## src/rtl/fetch_pc_gen_pkg.sv

```systemverilog
// Shared fetch definitions: branch control-type encodings, PC generator FSM
// states and a helper that sizes slot-index fields.
package fetch_pc_gen_pkg;

   typedef enum logic [1:0] {
      CTRL_RETURN = 2'b00,
      CTRL_CALL   = 2'b01,
      CTRL_JUMP   = 2'b10,
      CTRL_COND   = 2'b11
   } ctrl_type_e;

   typedef enum logic [1:0] {
      ST_RUN       = 2'd0,
      ST_MISS_REQ  = 2'd1,
      ST_MISS_WAIT = 2'd2
   } fetch_state_e;

   // A single-slot bundle still needs a one-bit index field.
   function automatic int slot_bits(input int fw);
      return (fw > 1) ? $clog2(fw) : 1;
   endfunction

endpackage

```

## src/rtl/fetch_pc_gen_slot_select.sv

```systemverilog
// Finds the lowest predicted-taken slot of a fetch bundle and its target
// (RAS top for returns, BTB target otherwise).
module fetch_slot_select
   import fetch_pc_gen_pkg::*;
#(
   parameter int FETCH_WIDTH = 4,
   parameter int PC_WIDTH    = 32
)(
   input  logic [FETCH_WIDTH-1:0]          hit_i,
   input  logic [2*FETCH_WIDTH-1:0]        ctrl_type_i,
   input  logic [PC_WIDTH*FETCH_WIDTH-1:0] target_i,
   input  logic [FETCH_WIDTH-1:0]          prediction_i,
   input  logic [PC_WIDTH-1:0]             ras_addr_i,
   output logic                            taken_valid_o,
   output logic [slot_bits(FETCH_WIDTH)-1:0] taken_slot_o,
   output ctrl_type_e                      taken_type_o,
   output logic [PC_WIDTH-1:0]             taken_target_o
);

   localparam int SLOT_W = slot_bits(FETCH_WIDTH);

   logic [FETCH_WIDTH-1:0] slot_taken;

   always_comb begin
      for (int k = 0; k < FETCH_WIDTH; k++) begin
         slot_taken[k] = hit_i[k] &&
            ((ctrl_type_e'(ctrl_type_i[2*k +: 2]) != CTRL_COND) || prediction_i[k]);
      end
   end

   // Scan from the top so the lowest taken slot is the last one written.
   always_comb begin
      taken_valid_o  = 1'b0;
      taken_slot_o   = '0;
      taken_type_o   = CTRL_RETURN;
      taken_target_o = '0;
      for (int k = FETCH_WIDTH - 1; k >= 0; k--) begin
         if (slot_taken[k]) begin
            taken_valid_o = 1'b1;
            taken_slot_o  = SLOT_W'(k);
            taken_type_o  = ctrl_type_e'(ctrl_type_i[2*k +: 2]);
            taken_target_o = (ctrl_type_e'(ctrl_type_i[2*k +: 2]) == CTRL_RETURN) ?
                             ras_addr_i : target_i[PC_WIDTH*k +: PC_WIDTH];
         end
      end
   end

endmodule

```

## src/rtl/fetch_pc_gen.sv

```systemverilog
// Fetch PC generator: redirect priority, branch-predicted next PC, RAS
// push/pop requests and the instruction-cache miss request/wait FSM.
module fetch_pc_gen
   import fetch_pc_gen_pkg::*;
#(
   parameter int                  FETCH_WIDTH = 4,
   parameter int                  PC_WIDTH    = 32,
   parameter int                  INST_BYTES  = 8,
   parameter logic [PC_WIDTH-1:0] RESET_PC    = '0
)(
   input  logic                            clk,
   input  logic                            reset,
   input  logic                            recoverFlag_i,
   input  logic [PC_WIDTH-1:0]             recoverPC_i,
   input  logic                            exceptionFlag_i,
   input  logic [PC_WIDTH-1:0]             exceptionPC_i,
   input  logic                            flagRecoverEX_i,
   input  logic [PC_WIDTH-1:0]             targetAddrEX_i,
   input  logic                            flagRecoverID_i,
   input  logic                            flagRtrID_i,
   input  logic [PC_WIDTH-1:0]             targetAddrID_i,
   input  logic [PC_WIDTH-1:0]             addrRAS_CP_i,
   input  logic [FETCH_WIDTH-1:0]          btbHit_i,
   input  logic [2*FETCH_WIDTH-1:0]        btbCtrlType_i,
   input  logic [PC_WIDTH*FETCH_WIDTH-1:0] btbTarget_i,
   input  logic [FETCH_WIDTH-1:0]          prediction_i,
   input  logic [PC_WIDTH-1:0]             addrRAS_i,
   input  logic                            stall_i,
   input  logic                            icMiss_i,
   input  logic                            missAck_i,
   input  logic                            refillDone_i,
   output logic [PC_WIDTH-1:0]             pc_o,
   output logic                            pcValid_o,
   output logic                            fs1Ready_o,
   output logic                            takenValid_o,
   output logic [slot_bits(FETCH_WIDTH)-1:0] takenSlot_o,
   output logic                            pushRas_o,
   output logic [PC_WIDTH-1:0]             pushAddr_o,
   output logic                            popRas_o,
   output logic                            missReq_o,
   output logic [PC_WIDTH-1:0]             missAddr_o
);

   localparam int                  SLOT_W       = slot_bits(FETCH_WIDTH);
   localparam logic [PC_WIDTH-1:0] BUNDLE_BYTES = PC_WIDTH'(FETCH_WIDTH * INST_BYTES);
   localparam logic [PC_WIDTH-1:0] INST_STEP    = PC_WIDTH'(INST_BYTES);

   fetch_state_e          state_q, state_d;
   logic [PC_WIDTH-1:0]   pc_q, pc_d;
   logic [PC_WIDTH-1:0]   miss_addr_q, miss_addr_d;
   logic                  miss_req_q, miss_req_d;

   logic                  taken_valid;
   logic [SLOT_W-1:0]     taken_slot;
   ctrl_type_e            taken_type;
   logic [PC_WIDTH-1:0]   taken_target;

   logic                  hard_redirect;
   logic                  run_en;
   logic                  ras_en;

   fetch_slot_select #(
      .FETCH_WIDTH (FETCH_WIDTH),
      .PC_WIDTH    (PC_WIDTH)
   ) u_slot_select (
      .hit_i          (btbHit_i),
      .ctrl_type_i    (btbCtrlType_i),
      .target_i       (btbTarget_i),
      .prediction_i   (prediction_i),
      .ras_addr_i     (addrRAS_i),
      .taken_valid_o  (taken_valid),
      .taken_slot_o   (taken_slot),
      .taken_type_o   (taken_type),
      .taken_target_o (taken_target)
   );

   // Backend redirects override everything, including a pending miss.
   assign hard_redirect = recoverFlag_i || exceptionFlag_i || flagRecoverEX_i;
   assign run_en        = (state_q == ST_RUN) && !stall_i && !icMiss_i;
   assign ras_en        = run_en && !hard_redirect && !flagRecoverID_i && reset;

   always_comb begin
      pc_d = pc_q;
      if (recoverFlag_i) begin
         pc_d = recoverPC_i;
      end else if (exceptionFlag_i) begin
         pc_d = exceptionPC_i;
      end else if (flagRecoverEX_i) begin
         pc_d = targetAddrEX_i;
      end else if (run_en) begin
         if (flagRecoverID_i) begin
            pc_d = flagRtrID_i ? addrRAS_CP_i : targetAddrID_i;
         end else if (taken_valid) begin
            pc_d = taken_target;
         end else begin
            pc_d = pc_q + BUNDLE_BYTES;
         end
      end
   end

   // A redirect in MISS_WAIT only moves the PC; the refill still has to land.
   always_comb begin
      state_d     = state_q;
      miss_addr_d = miss_addr_q;
      miss_req_d  = miss_req_q;
      case (state_q)
         ST_RUN: begin
            if (icMiss_i && !hard_redirect) begin
               state_d     = ST_MISS_REQ;
               miss_addr_d = pc_q - (pc_q % BUNDLE_BYTES);
               miss_req_d  = 1'b1;
            end
         end
         ST_MISS_REQ: begin
            if (hard_redirect) begin
               state_d    = ST_RUN;
               miss_req_d = 1'b0;
            end else if (missAck_i) begin
               state_d    = ST_MISS_WAIT;
               miss_req_d = 1'b0;
            end
         end
         ST_MISS_WAIT: begin
            if (refillDone_i) begin
               state_d = ST_RUN;
            end
         end
         default: begin
            state_d    = ST_RUN;
            miss_req_d = 1'b0;
         end
      endcase
   end

   always_ff @(posedge clk or negedge reset) begin
      if (!reset) begin
         state_q     <= ST_RUN;
         pc_q        <= RESET_PC;
         miss_addr_q <= '0;
         miss_req_q  <= 1'b0;
      end else begin
         state_q     <= state_d;
         pc_q        <= pc_d;
         miss_addr_q <= miss_addr_d;
         miss_req_q  <= miss_req_d;
      end
   end

   assign pc_o         = pc_q;
   assign pcValid_o    = (state_q == ST_RUN) && !icMiss_i;
   assign fs1Ready_o   = pcValid_o;
   assign takenValid_o = taken_valid;
   assign takenSlot_o  = taken_slot;
   assign pushRas_o    = ras_en && taken_valid && (taken_type == CTRL_CALL);
   assign popRas_o     = ras_en && taken_valid && (taken_type == CTRL_RETURN);
   assign pushAddr_o   = pushRas_o ?
                         pc_q + (PC_WIDTH'(taken_slot) + PC_WIDTH'(1)) * INST_STEP : pc_q;
   // The request drops in the very cycle a redirect abandons it.
   assign missReq_o    = miss_req_q && !hard_redirect;
   assign missAddr_o   = miss_addr_q;

endmodule

```

## config.mk

```make
export PLATFORM = sky130hd
export DESIGN_NAME = fetch_pc_gen
export DESIGN_NICKNAME = d
export VERILOG_FILES = /design/src/rtl/fetch_pc_gen_pkg.sv /design/src/rtl/fetch_pc_gen_slot_select.sv /design/src/rtl/fetch_pc_gen.sv
export SDC_FILE = /design/constraint.sdc
export NUM_CORES = 1
export LEC_CHECK = 0
export ABC_AREA = 1
export BUFFER_PORTS_ARGS = -buffer_cell sky130_fd_sc_hd__buf_2
export CORE_MARGIN = 3
export CORE_UTILIZATION = 25
export CTS_BUF_LIST = sky130_fd_sc_hd__clkbuf_8 sky130_fd_sc_hd__clkbuf_16
export DETAILED_ROUTE_END_ITERATION = 16
export PLACE_DENSITY_LB_ADDON = 0.3
export SLEW_MARGIN = 20
export SYNTH_ARGS = -nofsm -noshare
export SYNTH_HDL_FRONTEND = slang
export SYNTH_SLANG_ARGS = --single-unit
```

## constraint.sdc

```tcl
create_clock -name clk -period 4.2 [get_ports clk]
set_input_delay 0.84 -clock clk [delete_from_list [all_inputs] [get_ports clk]]
set_output_delay 0.84 -clock clk [all_outputs]
set_load 0.005 [all_outputs]
```

==> results of run 1 <==
-- worst min-delay path by stage --
stage	to	slack (ps)	cells after the start
2_1_floorplan	miss_req_q$_DFFE_PN0P_	460	2
3_3_place_gp	missAddr_o[12]$_DFFE_PN0P_	450	2
3_5_place_dp	missAddr_o[12]$_DFFE_PN0P_	460	2
4_1_cts	pc_o[30]$_DFFE_PN0P_	350	1
5_1_grt	pc_o[22]$_DFFE_PN0P_	350	1
6_report	pc_o[25]$_DFFE_PN0P_	360	1
-- through the flow --
stage	area (µm²)	power, W	util
detailed placement	12200	0.00228	0.331
floorplan	9490	0.00154	-
finish	12700	0.00312	0.343
global route	12700	0.00335	0.343
global placement	12200	0.00227	0.331
CTS	12500	0.00313	0.339
-- per-layer routing --
layer / up-vias / global-route usage / routed length, µm
met5: - / 0 / 112
met4: 18 / 0.0853 / 1520
met3: 97 / 0.0556 / 3940
met2: 587 / 0.422 / 25400
met1: 6177 / 0.342 / 23800
li1: 6684 / - / -
-- power breakdown --
group	internal [W]	switching (W)	total (W)
combinational	0.000555	0.000895	0.00145
sequential	0.000697	0.000140	0.000837
clock	0.000517	0.000319	0.000836
-- area by class of cell --
type                            instances  area share
Antenna cell                           13     0.00256
Sequential cell                        62       0.122
Timing Repair Buffer                  512       0.216
Tap cell                              504      0.0497
Clock buffer                            9      0.0177
Inverter                              154      0.0456
Multi-Input combinational cell       1544       0.539
Clock inverter                          7     0.00710
-- cells by family after synthesis --
logic type,after synthesis,share of synthesized area
AND/OR/NAND/NOR,1164,0.481
AO/OA/AOI/OAI,319,0.172
buffers and inverters,288,0.127
flip-flops,62,0.164
XOR/XNOR,48,0.0444
adder cells (fa/ha/maj),8,0.0114
other,1,0.000396
-- worst max-delay path: stages --
cell	delay, ps
buf_2	100
nand2_1	80
o21ai_4	200
a21oi_1	100
buf_4	160
ha_4	150
ha_2	370
nand2_1	60
nor2_1	180
nand2_1	80
nor2_1	120
nand2_1	60
o21ai_0	90
xor2_1	160
inv_1	50
o21ai_1	240
buf_2	170
-- Yosys cell counts, types with 2 or more instances --
master and instances:
a21oi_1 182, a31oi_1 3, buf_1 3, buf_2 41
buf_4 19, clkbuf_1 71, dfrtp_1 62, ha_1 7
inv_1 152, nand2_1 944, nand3_1 94, nand4_1 7
nor2_1 94, nor2_2 7, nor3_1 12, o211ai_1 2
o21ai_0 105, o21ai_1 19, o21ai_2 2, o31ai_1 3
xnor2_1 7, xor2_1 41
-- placed cells by master, fill, tap and decap left out, drive strengths merged, types with 2 or more instances in the layout --
| cell type | instances |
|---|---|
| ha | 7 |
| xnor2 | 7 |
| buf | 512 |
| a21oi | 182 |
| a31oi | 3 |
| clkbuf | 9 |
| nand4 | 7 |
| clkinv | 4 |
| xor2 | 41 |
| nor3 | 13 |
| dfrtp | 62 |
| o211ai | 2 |
| o31ai | 3 |
| conb | 5 |
| inv | 154 |
| nand2 | 945 |
| diode | 13 |
| o21ai | 126 |
| nand3 | 95 |
| bufinv | 2 |
| nor2 | 101 |
-- registers in the layout, summed over array words and instances (netlist names) --
signal	count
state_q	2
pc_o	32
missAddr_o	27
miss_req_q	1
-- timing repair --
item                                    4_1_cts  5_1_grt
endpoints found under the setup margin        3       25
buffers inserted                              0        4
hold endpoints to repair                      0        0
pin swaps                                     0       11
gates resized for setup                       2       19
==> flow_summary.json, run 1 <==
{
  "ir_drop_mv": 0.192,
  "slew_viol_final": 0,
  "clk_pin_slew_ps": 60,
  "portBuffers": 445,
  "synth_area_leaders": "nand2_1, dfrtp_1, a21oi_1",
  "synth_top_area_share": 0.374,
  "reg2reg_slack_ps": 1430,
  "final_antenna_net_count": 0,
  "antenna_found_initial": 24,
  "timing.final.crit_share": 0.967,
  "path_class": "input port to output pin",
  "timing.fmax_mhz": 246,
  "synth-seq-area-share": 0.164,
  "worstMarginPinSlew_ps": 969,
  "nNetsFinal": 2638,
  "finalHoldViolations": 0,
  "fin_ws_ps": 138,
  "maxCapViolations": 0,
  "synth-main-ff-cell": "dfrtp_1",
  "rr_endpoint": "missAddr_o[29]$_DFFE_PN0P_",
  "timing.rr.start": "pc_o[6]$_DFFE_PN0P_",
  "grt_pass1_wl_um": 80600,
  "finalSetupViolations": 0,
  "via_per_inst": 4.84,
  "clkLatencyLatePin_ps": 350,
  "multi_input_area_um2": 6850,
  "clockRootBuffer": "clkbuf_16",
  "holdWs_ps": 358,
  "critical_path_required_ps": 3360,
  "start_kind": "input port",
  "initial_core_util": 0.256,
  "yosys_warnings": 0,
  "postSynthCellCount": 1890,
  "fp.dieH_um": 201,
  "finalCriticalPeriod_ps": 4060,
  "first_iter_violations": 879,
  "core_region_area_um2": 37000,
  "drt-wirelength-per-cell_um": 19.5,
  "power_leakage_nw": 7.32,
  "cts.path.max_buffers": 2,
  "rows": 70,
  "h-tree-depth": 3,
  "fillers": 4402,
  "async_reset_ff_frac": 1.00,
  "cts_tree": "yes",
  "place_inst": 2772,
  "cts_buffers": 9,
  "gp_congestion": 0.951,
  "place_ws_ps": -53.4,
  "ios": 451,
  "firstDrtPassIters": 7,
  "drcViolationCount": 0,
  "hp-class": "input port to async pin",
  "grt-ovfl-total": 0,
  "totalWireLength_um": 54700,
  "status": "finished clean",
  "syn_area_per_cell_um2": 5.02,
  "synth_area_leader_cell": "nand2_1",
  "synth_seq_cells": 62,
  "synthDistinctLibCells": 35,
  "hpwlAfterDp_um": 43000,
  "cp-startpoint": "btbCtrlType_i[4]",
  "hold_buffers": 0,
  "grt_use_total": 0.259,
  "tns_ps": 0,
  "maxSlewHeadroom": 0.353,
  "worstRegToRegCells": 10,
  "fp.dieW_um": 201,
  "seqCellArea_um2": 1550,
  "vias": 13600,
  "grt_pass1_vias": 13200,
  "p_per_area_nw_per_um2": 246,
  "die_area_um2": 40300,
  "cts.sinks": 62,
  "syn_to_final_growth_pct": 33.9,
  "fin_skew_ps": 8.10,
  "syn-cell-area_um2": 9480,
  "path_max_fanout": 6,
  "crit_path_end": "pushAddr_o[21]",
  "drive_above_1_share": 0.245,
  "grt_max_degree": 69,
  "critical_path_arrival_ps": 3220,
  "endpoint_kind": "output pin",
  "synth_enable_flop_cells": 0,
  "final_cells": 2805,
  "rsz0062_at_grt": "no"
}
No activity file was read; power rests on OpenSTA's default activity.
==> run 2: changes to the inputs <==
CELL_PAD_IN_SITES_DETAIL_PLACEMENT = 0   (was not set)
CELL_PAD_IN_SITES_GLOBAL_PLACEMENT = 1   (was not set)
PLACE_DENSITY = 0.8   (was not set)
PLACE_DENSITY_LB_ADDON = not set   (was 0.3)
==> run 2 against run 1 <==
  * Flip-flop and latch count unchanged
  * Count of clock-buffer cells in the layout unchanged
  * Cell count decreased by 0.46%
  * Sequential power increased by 2%
  * Non-clock buffer count decreased by 6
  * Critical path depth increased by 2
  * Largest power group unchanged
  * Highest routed layer unchanged
==> flow_summary.json, run 2 (synthesized netlist as in run 1, its figures left out) <==
{
  "cts.sinks": 62,
  "clkLatencyLatePin_ps": 350,
  "start_kind": "input port",
  "ir_drop_mv": 0.151,
  "place_inst": 2768,
  "worstMarginPinSlew_ps": 1020,
  "firstDrtPassIters": 5,
  "cts_tree": "yes",
  "timing.final.crit_share": 0.979,
  "crit_path_top_delay_cell": "ha_1",
  "grt_max_degree": 69,
  "hp-class": "register to register",
  "final_common_cell": "nand2_1",
  "syn_to_final_growth_pct": 33.1,
  "antenna_found_initial": 16,
  "cts.path.max_buffers": 2,
  "maxCapViolations": 0,
  "drive_above_1_share": 0.242,
  "critical_path_arrival_ps": 3270,
  "cts_buffers": 9,
  "max_stage_delay_ps": 410,
  "h-tree-depth": 3,
  "grt_pass1_vias": 13100,
  "vias": 13500,
  "drcViolationCount": 0,
  "status": "finished clean",
  "totalWireLength_um": 53200,
  "gp_congestion": 0.930,
  "crit_chain": "buf_2, nand2_1, nor2_1, nor2_2, inv_1, a21oi_2, buf_4, ha_4, ha_1, nand2_1, nor2_2, nand2_1, nor2_1, nand2_1, o21ai_0, xor2_1, inv_1, o21ai_1, buf_2",
  "via_per_inst": 4.84,
  "finalSetupViolations": 0,
  "fp.dieH_um": 201,
  "core_region_area_um2": 37000,
  "final_antenna_net_count": 0,
  "path_class": "input port to output pin",
  "p_per_area_nw_per_um2": 245,
  "path_max_fanout": 6,
  "nNetsFinal": 2632,
  "fillers": 4392,
  "cpMostUsedCell": "nand2_1",
  "timing.fmax_mhz": 243,
  "initial_core_util": 0.256,
  "ios": 451,
  "hpwlAfterDp_um": 42400,
  "finalCriticalPeriod_ps": 4110,
  "first_iter_violations": 952,
  "fp.dieW_um": 201,
  "fin_skew_ps": 10.0,
  "power_leakage_nw": 7.29,
  "maxSlewHeadroom": 0.322,
  "final_cell_mix": "nand2_1, buf_2, a21oi_1",
  "die_area_um2": 40300,
  "grt_use_total": 0.251,
  "holdWs_ps": 470,
  "clk_pin_slew_ps": 60,
  "p_total_w": 0.00309,
  "largest_reg_flops": 32,
  "clockRootBuffer": "clkbuf_16",
  "portBuffers": 445,
  "drt-wirelength-per-cell_um": 19.0,
  "finalHoldViolations": 0,
  "reg2reg_slack_ps": 1420,
  "final_cells": 2792,
  "rows": 70,
  "slew_viol_final": 0,
  "grt-ovfl-total": 0,
  "critical_path_required_ps": 3360,
  "grt_pass1_wl_um": 78200,
  "endpoint_kind": "output pin"
}
==> run 2: final cells by class <==
| class | instances | area, µm² | share of cell area |
|---|---|---|---|
| sequential | 62 | 1550 | 0.123 |
| clock inverter | 7 | 90.1 | 0.00714 |
| clock buffer | 9 | 225 | 0.0178 |
| timing repair buffer | 506 | 2700 | 0.214 |
| inverter | 154 | 578 | 0.0458 |
| antenna | 6 | 15.0 | 0.00119 |
| multi-input combinational | 1544 | 6830 | 0.541 |
| tap | 504 | 631 | 0.0500 |
==> run 2: worst max-delay path, delay by kind of cell <==
| kind | cells | cell delay (ps) |
|---|---|---|
| buffers and inverters | 5 | 560 |
| xor gates and xnor gates | 1 | 160 |
| adders and majority gates | 2 | 560 |
| AOI/OAI and AO/OA | 3 | 380 |
| and+or+nand+nor | 8 | 790 |
==> run 2: power by group <==
part	switching [W]	internal, W	total (W)	leakage, nW
sequential	0.000155	0.000697	0.000851	0.749
clock	0.000303	0.000516	0.000819	0.157
combinational	0.000869	0.000546	0.00141	6.39
==> run 2: final timing paths <==
path | startpoint | to | cells past startpoint
max reg2reg | pc_o[6]$_DFFE_PN0P_ | missAddr_o[31]$_DFFE_PN0P_ | 9
min | missAddr_o[12]$_DFFE_PN0P_ | missAddr_o[12]$_DFFE_PN0P_ | 2
max in group asynchronous | reset | pc_o[5]$_DFFE_PN0P_ | 3
max | btbCtrlType_i[6] | pushAddr_o[21] | 19
min in group asynchronous | reset | missAddr_o[5]$_DFFE_PN0P_ | 2
min reg2reg | missAddr_o[12]$_DFFE_PN0P_ | missAddr_o[12]$_DFFE_PN0P_ | 2
==> run 2: routing by layer <==
| metal | global-route usage | part of all wire | vias up |
|---|---|---|---|
| met1 | 0.334 | 0.43 | 6091 |
| met2 | 0.407 | 0.45 | 651 |
| met5 | 0 | 0.0017 | - |
| li1 | - | - | 6661 |
| met3 | 0.0495 | 0.083 | 103 |
| met4 | 0.0838 | 0.036 | 14 |
==> run 2: metrics by stage <==
stage / setup slack (ps) / instance area (µm²) / setup TNS [ps] / util
2_1_floorplan: 109 / 9490 / 0 / -
3_3_place_gp: 22.8 / 12200 / 0 / 0.330
3_5_place_dp: -4.53 / 12200 / -4.53 / 0.330
4_1_cts: 75.9 / 12500 / 0 / 0.339
5_1_grt: -40.3 / 12600 / -72.2 / 0.341
6_report: 88.4 / 12600 / 0 / 0.341
==> run 2: repair_timing <==
action                     4_1_cts  5_1_grt
hold buffers                     0        0
gates resized for setup          1       17
setup endpoints to repair        1       17
setup buffers                    0        2
pin swaps                        0        9
